**src/rtl/encoder_8b10b.sv**
```systemverilog
// 8b/10b encoder with a single valid/ready output register stage.
// Define ENCODER_8B10B_KCHAR_EN to enable K-character encoding and code_err reporting.
module encoder_8b10b #(
    parameter logic RD_INIT = 1'b0
) (
    input  logic       clk,
    input  logic       rst,
    input  logic       in_valid,
    output logic       in_ready,
    input  logic [7:0] data_in,
    input  logic       k_in,
    output logic       out_valid,
    input  logic       out_ready,
    output logic [9:0] data_out,
    output logic       rd_out,
    output logic       code_err
);

    // 5b/6b codes in the RD- column, written abcdei (a is the MSB of the literal)
    function automatic logic [5:0] d6_rdm(input logic [4:0] x);
        logic [5:0] c;
        case (x)
            5'd0:  c = 6'b100111;  5'd1:  c = 6'b011101;  5'd2:  c = 6'b101101;
            5'd3:  c = 6'b110001;  5'd4:  c = 6'b110101;  5'd5:  c = 6'b101001;
            5'd6:  c = 6'b011001;  5'd7:  c = 6'b111000;  5'd8:  c = 6'b111001;
            5'd9:  c = 6'b100101;  5'd10: c = 6'b010101;  5'd11: c = 6'b110100;
            5'd12: c = 6'b001101;  5'd13: c = 6'b101100;  5'd14: c = 6'b011100;
            5'd15: c = 6'b010111;  5'd16: c = 6'b011011;  5'd17: c = 6'b100011;
            5'd18: c = 6'b010011;  5'd19: c = 6'b110010;  5'd20: c = 6'b001011;
            5'd21: c = 6'b101010;  5'd22: c = 6'b011010;  5'd23: c = 6'b111010;
            5'd24: c = 6'b110011;  5'd25: c = 6'b100110;  5'd26: c = 6'b010110;
            5'd27: c = 6'b110110;  5'd28: c = 6'b001110;  5'd29: c = 6'b101110;
            5'd30: c = 6'b011110;  default: c = 6'b101011;
        endcase
        return c;
    endfunction

    // 3b/4b codes (fghj) used when the RD entering the 4b sub-block is negative
    function automatic logic [3:0] d4_rdm(input logic [2:0] y);
        logic [3:0] c;
        case (y)
            3'd0: c = 4'b1011;  3'd1: c = 4'b1001;  3'd2: c = 4'b0101;  3'd3: c = 4'b1100;
            3'd4: c = 4'b1101;  3'd5: c = 4'b1010;  3'd6: c = 4'b0110;  default: c = 4'b1110;
        endcase
        return c;
    endfunction

    function automatic logic [3:0] k4_rdm(input logic [2:0] y);
        logic [3:0] c;
        case (y)
            3'd0: c = 4'b1011;  3'd1: c = 4'b0110;  3'd2: c = 4'b1010;  3'd3: c = 4'b1100;
            3'd4: c = 4'b1101;  3'd5: c = 4'b0101;  3'd6: c = 4'b1001;  default: c = 4'b0111;
        endcase
        return c;
    endfunction

    logic [4:0] x;
    logic [2:0] y;
    logic       is_k28, is_kx7, k_bad;

    assign x = data_in[4:0];
    assign y = data_in[7:5];

`ifdef ENCODER_8B10B_KCHAR_EN
    assign is_k28 = k_in && (x == 5'd28);
    assign is_kx7 = k_in && (y == 3'd7) &&
                    ((x == 5'd23) || (x == 5'd27) || (x == 5'd29) || (x == 5'd30));
    assign k_bad  = k_in && !is_k28 && !is_kx7;
`else
    logic unused_k_in;
    assign unused_k_in = k_in;
    assign is_k28      = 1'b0;
    assign is_kx7      = 1'b0;
    assign k_bad       = 1'b0;
`endif

    logic       rd_q, rd_d;
    logic       valid_q, valid_d;
    logic       err_q, err_d;
    logic [9:0] data_q, data_d;
    logic [5:0] c6;
    logic [3:0] c4;
    logic       unbal6, unbal4, rd6, rd_nxt, use_alt, flip4, accept;

    always_comb begin
        c6     = is_k28 ? 6'b001111 : d6_rdm(x);
        unbal6 = ($countones(c6) != 3);
        // D.7 is balanced but still has distinct RD+/RD- forms
        if (rd_q && (unbal6 || x == 5'd7)) begin
            c6 = ~c6;
        end
        rd6 = rd_q ^ unbal6;

        use_alt = (y == 3'd7) &&
                  ((!rd6 && (x == 5'd17 || x == 5'd18 || x == 5'd20)) ||
                   ( rd6 && (x == 5'd11 || x == 5'd13 || x == 5'd14)));
        if (is_k28) begin
            c4 = k4_rdm(y);
        end else if (is_kx7 || use_alt) begin
            c4 = 4'b0111;
        end else begin
            c4 = d4_rdm(y);
        end
        unbal4 = ($countones(c4) != 2);
        flip4  = is_k28 || is_kx7 || unbal4 || (y == 3'd3);
        if (rd6 && flip4) begin
            c4 = ~c4;
        end
        rd_nxt = rd6 ^ unbal4;
    end

    assign in_ready = !valid_q || out_ready;
    assign accept   = in_valid && in_ready;

    always_comb begin
        valid_d = valid_q;
        data_d  = data_q;
        rd_d    = rd_q;
        err_d   = err_q;
        if (accept) begin
            valid_d = 1'b1;
            data_d  = {c4[0], c4[1], c4[2], c4[3], c6[0], c6[1], c6[2], c6[3], c6[4], c6[5]};
            rd_d    = rd_nxt;
            err_d   = k_bad;
        end else if (out_ready) begin
            valid_d = 1'b0;
        end
    end

    always_ff @(posedge clk or posedge rst) begin
        if (rst) begin
            valid_q <= 1'b0;
            data_q  <= 10'h000;
            rd_q    <= RD_INIT;
            err_q   <= 1'b0;
        end else begin
            valid_q <= valid_d;
            data_q  <= data_d;
            rd_q    <= rd_d;
            err_q   <= err_d;
        end
    end

    assign out_valid = valid_q;
    assign data_out  = data_q;
    assign rd_out    = rd_q;
    assign code_err  = err_q;

endmodule

```
**config.mk**
```make
export PLATFORM = sky130hd
export DESIGN_NAME = encoder_8b10b
export DESIGN_NICKNAME = d
export VERILOG_FILES = /design/src/rtl/encoder_8b10b.sv
export SDC_FILE = /design/constraint.sdc
export NUM_CORES = 1
export LEC_CHECK = 0
export CAP_MARGIN = 10
export CORE_MARGIN = 2
export CORE_UTILIZATION = 40
export CTS_BUF_LIST = sky130_fd_sc_hd__clkbuf_16
export DETAILED_ROUTE_END_ITERATION = 10
export DONT_BUFFER_PORTS = 1
export GPL_TIMING_DRIVEN = 0
export SLEW_MARGIN = 20
export SYNTH_ARGS = -nofsm -noshare
export SYNTH_HDL_FRONTEND = slang
export SYNTH_SLANG_ARGS = --single-unit
```
**constraint.sdc**
```tcl
create_clock -name clk -period 10.28 [get_ports clk]
set_input_delay 1.542 -clock clk [delete_from_list [all_inputs] [get_ports clk]]
set_output_delay 1.542 -clock clk [all_outputs]
set_load 0.1 [all_outputs]
```
==> metrics.md, run 1 <==
| Metric | Value |
|---|---|
| Outcome | completed |
| Async set-reset flop share out of synthesis | 100% |
| TritonCTS buffer count | 3 |
| Clk pin slew, worst setup/hold paths | 0.04 ns |
| Number of global-route vias before repair | 955 |
| Slew Viols, Final | 0 |
| Clock sinks | 12 |
| Synth-to-layout area growth | 10.2% |
| Reg-to-Reg End | data_out[9]$_DFFE_PP0P_ |
| CORE AREA | between 3000 and 4000 sq um |
| Yosys top cell area share | 22.4% |
| Hpwl dp | approximately 2.3 mm |
| Hold Startpoint | data_out[1]$_DFFE_PP0P_ |
| Die width | 61.9 microns |
| Number of port buffers | 0 |
| Total gr overflow | 0 |
| GPL Wtd Cong | 0.778 |
| Final-report hold violation count | 0 |
| First-pass GRT wire length | about 4.3 mm |
| Largest net degree at the start of global routing | 13 |
| Total wire length | around 2.7 mm |
| Worst R2R Start | rd_out$_DFFE_PP0P_ |
| Routed wire per std cell | roughly 13 microns |
| CTS tree | yes |
| Synth unique cells | 51 |
| Worst setup SP type | primary input |
| WHS Path Cells | 2 |
| Post-synth EDFFs | 0 |
| Clk buf depth | 2 |
| Critical path type | in2reg |
| # Max-Cap Violations | 0 |
| # Post-CTS Setup Buffers | 0 |
| Setup violators final | 0 |
| FF-to-FF path depth | 12 |
| Top Ports | 27 |
| Static leakage | 0.000650 uW |
| Pwr Density | 306 nW/um^2 |
| Worst slew pin tran | between 1 and 1.5 ns |
| Clk_skew | a little under 0.005 ns |
| Mapped Cells | 158 |
| Hold Path End | data_out[1]$_DFFE_PP0P_ |
| Final ANT Viol Nets | 0 |
| # rows | 21 |
| Hold Crit Class | reg2reg |
| Antenna violations before repair | 0 |
| Share of layout cells above drive strength 1 | ~11% |
| Starting Density | about two fifths |
| Root Buffer Master | clkbuf_16 |
| Diode count | 0 |
| Chip Height | 61.9 microns |
| Placed cells | between 200 and 250 |
| Fin Setup TNS | 0 ns |
| Crit path arrival time | between 7 and 8 ns |
| Max-slew headroom | around 23% |
| Crit path required time | 10.39 ns |
| Post-synthesis area per instance | roughly 8.5 sq um |
| RSZ-0062 raised after global routing | false |
| Top area cells in the synthesized netlist | dfrtp_1 22%, ha_1 10%, nand2_1 6.2% |
| Most used flip-flop cell after synthesis | dfrtp_1 |
| CTS resizes | 0 |
| Vias per inst | between 5 and 6 |
| 1st-iter DRT viols | 73 |
| Synth Cell Area | ~1300 sq um |
| Maximum vdd drop | approximately 0.000086 V |
| Die area | around 3800 sq um |
| Worst skew pair latency | about 0.24 ns |
| Worst setup EP type | flip-flop |
| Synth Warn # | 0 |
| Cell taking the most area after synthesis | dfrtp_1 |
| H-tree depth | 1 |
| Final non-filler cell total | roughly 210 |
| Drt pass-1 iters | 4 |
| Final Cycle Share | 74.3% |
| Vias | around 1100 |
| Total GRT Usage | roughly 15% |
| Syn_nets | roughly 190 |
| Critical Path Fanout Max | 7 |
| # nets final | roughly 190 |
| Seq/Total Area, Yosys | ~22% |
| Fmax | 0.131 GHz |
| # hold bufs at CTS | 0 |
| Reg2Reg Setup Slack | slightly above 6 ns |
| Tmin final | roughly 7.6 ns |
| Post-route DRC | 0 |
| Synthesized flop and latch total | 12 |
==> registers in the layout, indices dropped and copies added, names as in the netlist <==
register   count
rd_out         1
out_valid      1
data_out      10
==> cells by family (layout without fill, tap and decap cells) <==
group                      count (synthesis)  count (layout)  synth area share, %
and+or+nand+nor                           53              53                 20.1
AOI/OAI and AO/OA                         34              34                 17.7
buffers and inverters                     23              27                 7.94
adders and majority gates                 16              16                 17.0
xor gates and xnor gates                  13              13                 9.06
DFF                                       12              12                 22.4
muxes                                      6               6                 5.51
other                                      1               1                0.280
==> critical path: stages <==
cell      delay [ns]
inv_1           0.06
ha_1            0.27
nand2b_1        0.12
nand2_1         0.05
mux4_2          0.50
fa_1            0.55
inv_1           0.05
fa_1            0.50
inv_1           0.05
ha_1            0.18
inv_1           0.06
fa_1            0.40
nand3b_2        0.28
xnor2_2         0.30
mux2_2          0.43
o21a_1          0.20
fa_1            0.54
inv_1           0.04
ha_1            0.17
ha_1            0.26
nor3b_1         0.37
o21a_1          0.28
nor4b_1         0.08
a221oi_1        0.34
nand2_1         0.10
==> layout make-up <==
type / count / area (sq um)
Buffer: 9 / 53.8
Inverter: 14 / 52.6
Sequential cell: 12 / 300
Tap cell: 46 / 57.6
Clock buffer: 3 / 75.1
Clock inverter: 1 / 3.75
Fill cell: 329 / 1810
Multi-Input combinational cell: 123 / 933
==> layout by cell type (no fill, tap or decap), types with 2 or more instances in the layout <==
cell type	count
nor4_1	2
buf_2	4
nand3_1	2
mux2i_1	4
a21oi_1	2
nor3b_1	2
nor2b_1	3
clkbuf_1	2
clkbuf_16	3
clkinv_1	2
o21ai_1	10
o21a_1	2
o22ai_1	2
nor4b_1	2
nand2b_1	4
buf_4	2
o2111ai_1	2
dfrtp_1	12
fa_1	4
ha_1	11
a211oi_1	3
xor2_1	7
and2_1	2
nand2_1	22
xnor2_1	5
inv_1	12
nor3_1	2
a221oi_1	2
nor2_1	7
==> worst max path at each step <==
stage	slack, ns	startpoint	cells after the start	end
finish	2.64	data_in[0]	25	data_out[9]$_DFFE_PP0P_
floorplan	2.90	data_in[0]	25	data_out[9]$_DFFE_PP0P_
global placement	2.49	data_in[1]	25	data_out[9]$_DFFE_PP0P_
CTS	2.60	data_in[0]	25	data_out[9]$_DFFE_PP0P_
global route	2.29	data_in[0]	25	data_out[9]$_DFFE_PP0P_
detailed placement	2.40	data_in[0]	25	data_out[9]$_DFFE_PP0P_
==> per-stage QoR <==
stage / hold slack, ns / power (uW) / worst slack [ns] / instance area (sq um) / utilization, %
CTS: 0.988 / 454 / 2.60 / 1480 / 45.0
global placement: 0.982 / 377 / 2.49 / 1400 / 42.6
detailed placement: 0.981 / 383 / 2.40 / 1400 / 42.6
global route: 1.02 / 477 / 2.29 / 1480 / 45.0
floorplan: 0.961 / 358 / 2.90 / 1340 / -
finish: 0.986 / 452 / 2.64 / 1480 / 45.0
==> where the power goes <==
part	internal [uW]	total, uW	switching [uW]
registers	65.7	247	181
clock network	51.1	70.4	19.3
logic	58.3	134	76.0
==> synthesized netlist by cell type (all sizes together), types with 2 or more instances <==
cell type / number
a211oi: 3
a21oi: 2
a221oi: 2
a31oi: 2
and2: 2
buf: 7
clkbuf: 2
dfrtp: 12
fa: 4
ha: 11
inv: 13
mux2i: 4
nand2: 22
nand2b: 4
nand3: 2
nor2: 7
nor2b: 3
nor3: 2
nor3b: 2
nor4: 2
nor4b: 2
o2111ai: 2
o21a: 2
o21ai: 12
o22ai: 2
xnor2: 6
xor2: 7
==> layer usage <==
layer / track usage (%) / vias up / share of wire, %
met2: 24.5 / 44 / 47
met1: 20.1 / 491 / 45
met4: 6.38 / 0 / 1.2
met3: 1.66 / 4 / 6.0
met5: 0 / - / 0
li1: - / 549 / -
Note: power is estimated with default switching activity, not from simulation.
==> run 2: changes to the inputs <==
--- a/config.mk
+++ b/config.mk
@@ -5,6 +5,7 @@
 export SDC_FILE = /design/constraint.sdc
 export NUM_CORES = 1
 export LEC_CHECK = 0
+export ABC_AREA = 1
 export CAP_MARGIN = 10
 export CORE_MARGIN = 2
 export CORE_UTILIZATION = 40
==> constraint.sdc (replaced) <==
create_clock -name clk -period 7.65 [get_ports clk]
set_input_delay 1.1475 -clock clk [delete_from_list [all_inputs] [get_ports clk]]
set_output_delay 1.1475 -clock clk [all_outputs]
set_load 0.1 [all_outputs]
==> metrics.md, run 2 <==
| Metric | Value |
|---|---|
| Max FFs per register | 10 (unchanged) |
| Clk_skew | 0.00362 ns (-0.00123 ns) |
| Reg-to-Reg End | data_out[6]$_DFFE_PP0P_ |
| Worst setup SP type | primary input |
| Pwr Density | 391 nW/um^2 (+28%) |
| Async set-reset flop share out of synthesis | 100% (unchanged) |
| Hpwl dp | 2.23 mm (-2.3%) |
| Chip Height | 62.9 microns (+1.6%) |
| Synth-to-layout area growth | 9.84% |
| # rows | 21 (unchanged) |
| Area of the multi-input gates | 918 sq um (-1.6%) |
| Largest family of logic cells by synthesized area | simple AND/OR/NAND/NOR gates |
| Routed wire per std cell | 10.5 microns (-20%) |
| Critical Path Fanout Max | 6 (-1) |
| Multiplexer share of the synthesized area | 0% (-5.5 points) |
| Slowest cell on crit path | fa_1 |
| Busiest grt layer | met2 |
| Final Cycle Share | between 80% and 90% |
| CP dominant cell by count | inv_1 |
| Maximum vdd drop | 0.000101 V (+17%) |
| Compound-gate portion of the synthesized area | 10.0% (-7.7 points) |
| Worst setup EP type | flip-flop |
| Crit path arrival time | 6.39 ns (-1.35 ns) |
| Die area | 3950 sq um (+3.2%) |
| Synth Area in Adders | 15.7% (-1.3 points) |
| RSZ-0062 raised after global routing | false |
| TritonCTS buffer count | 3 (unchanged) |
| Fmax | 0.161 GHz |
| Antenna violations before repair | 0 (unchanged) |
| Total gr overflow | 0 (unchanged) |
| Crit path required time | 7.83 ns (-2.56 ns) |
| Post-synthesis area per instance | 6.93 sq um (-18%) |
| Critical path type | in2reg |
| Met3 usage | 1.98% (+0.33 points) |
| Root Buffer Master | clkbuf_16 |
| Tmin final | 6.21 ns |
| Die width | 62.9 microns (+1.6%) |
| Slew Viols, Final | 0 (unchanged) |
| Post-route DRC | 0 (unchanged) |
| Synthesized flop and latch total | 12 (unchanged) |
| Final-report hold violation count | 0 (unchanged) |
| Final ANT Viol Nets | 0 (unchanged) |
| # Max-Cap Violations | 0 (unchanged) |
| Synth Warn # | 0 (unchanged) |
| CTS resizes | 0 (unchanged) |
| Setup violators final | 0 (unchanged) |
| Drt pass-1 iters | 4 (unchanged) |
| Met1 Usage GRT | 20.6% (+0.46 points) |
| Worst skew pair latency | 0.24 ns (about the same) |
| Met2 Usage GRT | 22.6% (-1.9 points) |
| # Post-CTS Setup Buffers | 0 (unchanged) |
| Clock sinks | 12 (unchanged) |
| Total GRT Usage | 14.8% (-0.26 points) |
| Hold slack | 0.792 ns (-0.194 ns) |
| Clk buf depth | 2 (unchanged) |
| Register area | 300 sq um (unchanged) |
| Seq/Total Area, Yosys | 21.7% (-0.75 points) |
| Placed Instance Area | 1440 sq um (+3.3%) |
| Outcome | completed |
| # nets final | 233 (+22%) |
| Top Ports | 27 (unchanged) |
| Reg2Reg Setup Slack | 3.99 ns (-2.05 ns) |
| Share of layout cells above drive strength 1 | 19.1% (+8.0 points) |
| Hold Crit Class | in2async |
| Worst R2R Start | rd_out$_DFFE_PP0P_ |
| Cell taking the most area after synthesis | dfrtp_1 |
| FF-to-FF path depth | 19 (+7) |
| Yosys top cell area share | 21.7% (-0.75 points) |
| 1st-iter DRT viols | 29 (-60%) |
| Number of port buffers | 0 (unchanged) |
| Most frequent cells in the layout | 64 x nand2_1, 27 x inv_1, 18 x nand3_1 |
| Vias per inst | 4.58 (-13%) |
| Tot Pwr | 595 uW (+32%) |
| Fin Setup TNS | 0 ns (unchanged) |
| Syn_nets | 228 (+23%) |
| Post-synthesis xor/xnor area fraction | 0.632% (-8.4 points) |
| Top post-synthesis cells by count | 64 x nand2_1, 27 x inv_1, 18 x nand3_1 |
| Most used flip-flop cell after synthesis | dfrtp_1 |
| CORE AREA | 3340 sq um (+1.6%) |
| CTS tree | yes |
| Post-synth EDFFs | 0 (unchanged) |
| Critical Path Max Stage Delay | 0.54 ns (about the same) |
| First-pass GRT wire length | 4.77 mm (+11%) |
| Number of global-route vias before repair | 1083 (+13%) |
| Most common cell in the netlist | nand2_1 |
| Starting Density | 41.5% (+0.74 points) |
| Worst slew pin tran | 1.03 ns (-0.133 ns) |
| Mapped Cells | 200 (+27%) |
| Static leakage | 0.000815 uW (+25%) |
| # hold bufs at CTS | 0 (unchanged) |
| Fillers | 374 (+14%) |
| Largest net degree at the start of global routing | 13 (unchanged) |
| Clk pin slew, worst setup/hold paths | 0.04 ns (about the same) |
| GPL Wtd Cong | 0.824 (+5.9%) |
| Max-slew headroom | 31.4% (+8.8 points) |
| Final Cell Area | 1520 sq um (+3.1%) |
| Diode count | 0 (unchanged) |
| H-tree depth | 1 (unchanged) |
| Simple-Gate Fraction of Synth Area | 39.6% (+20 points) |
| Total wire length | 2.63 mm (-3.9%) |
| Vias | 1144 (+5.1%) |
| Synth Cell Area | 1390 sq um (+3.5%) |
| Synth unique cells | 30 (-41%) |
| Top area cells in the synthesized netlist | dfrtp_1 22%, nand2_1 17%, ha_1 9.9% |
| Most common cell after layout, fill and taps aside | nand2_1 |
-- run 2: how the worst max path moves through the flow --
stage / from / end / slack [ns] / cells past startpoint
2_1_floorplan: data_in[0] / data_out[6]$_DFFE_PP0P_ / 1.60 / 34
3_3_place_gp: data_in[0] / data_out[6]$_DFFE_PP0P_ / 1.18 / 34
3_5_place_dp: data_in[0] / data_out[6]$_DFFE_PP0P_ / 1.18 / 34
4_1_cts: data_in[0] / data_out[6]$_DFFE_PP0P_ / 1.40 / 34
5_1_grt: data_in[0] / data_out[6]$_DFFE_PP0P_ / 0.96 / 34
6_report: data_in[0] / data_out[6]$_DFFE_PP0P_ / 1.44 / 34
-- run 2: cell families (layout without fill, tap and decap cells) --
kind of cell	Yosys count	in the layout
adder cells (fa/ha/maj)	15	15
other	1	1
AO/OA/AOI/OAI	21	21
XOR/XNOR	1	1
AND/OR/NAND/NOR	113	113
buffers and inverters	37	41
flip-flops	12	12
-- run 2: layout make-up --
class	count	share of cell area (%)
clock inverters	1	0.247
inverters	33	8.30
flip-flops and latches	12	19.7
clock buffers	3	4.93
well taps	46	3.78
multi-input cells	151	60.3
plain buffers	4	2.71
-- run 2: metrics by stage --
| stage | setup slack (ns) | cells | util (%) |
|---|---|---|---|
| after global routing | 0.961 | 250 | 45.6 |
| after global placement | 1.18 | 246 | 43.3 |
| after detailed placement | 1.18 | 246 | 43.3 |
| after CTS | 1.40 | 250 | 45.6 |
| final | 1.44 | 250 | 45.6 |
| after floorplan | 1.60 | 200 | - |
-- run 2: critical path, delay by kind of cell --
family	cells	cell delay (ns)
compound gates	1	0.08
fa+ha+maj	8	2.87
buf+inv	9	0.51
simple gates	16	1.73
-- run 2: layer usage --
| metal | routed length, microns | vias to the layer above |
|---|---|---|
| met5 | 0 | - |
| met4 | 48 | 0 |
| met3 | 86 | 5 |
| met2 | 1120 | 28 |
| met1 | 1370 | 479 |
| li1 | - | 632 |
-- run 2: report_power, final --
part	total, uW	switching [uW]	internal, uW
registers	311	225	86.3
logic	189	119	70.0
clock network	94.7	26.0	68.7
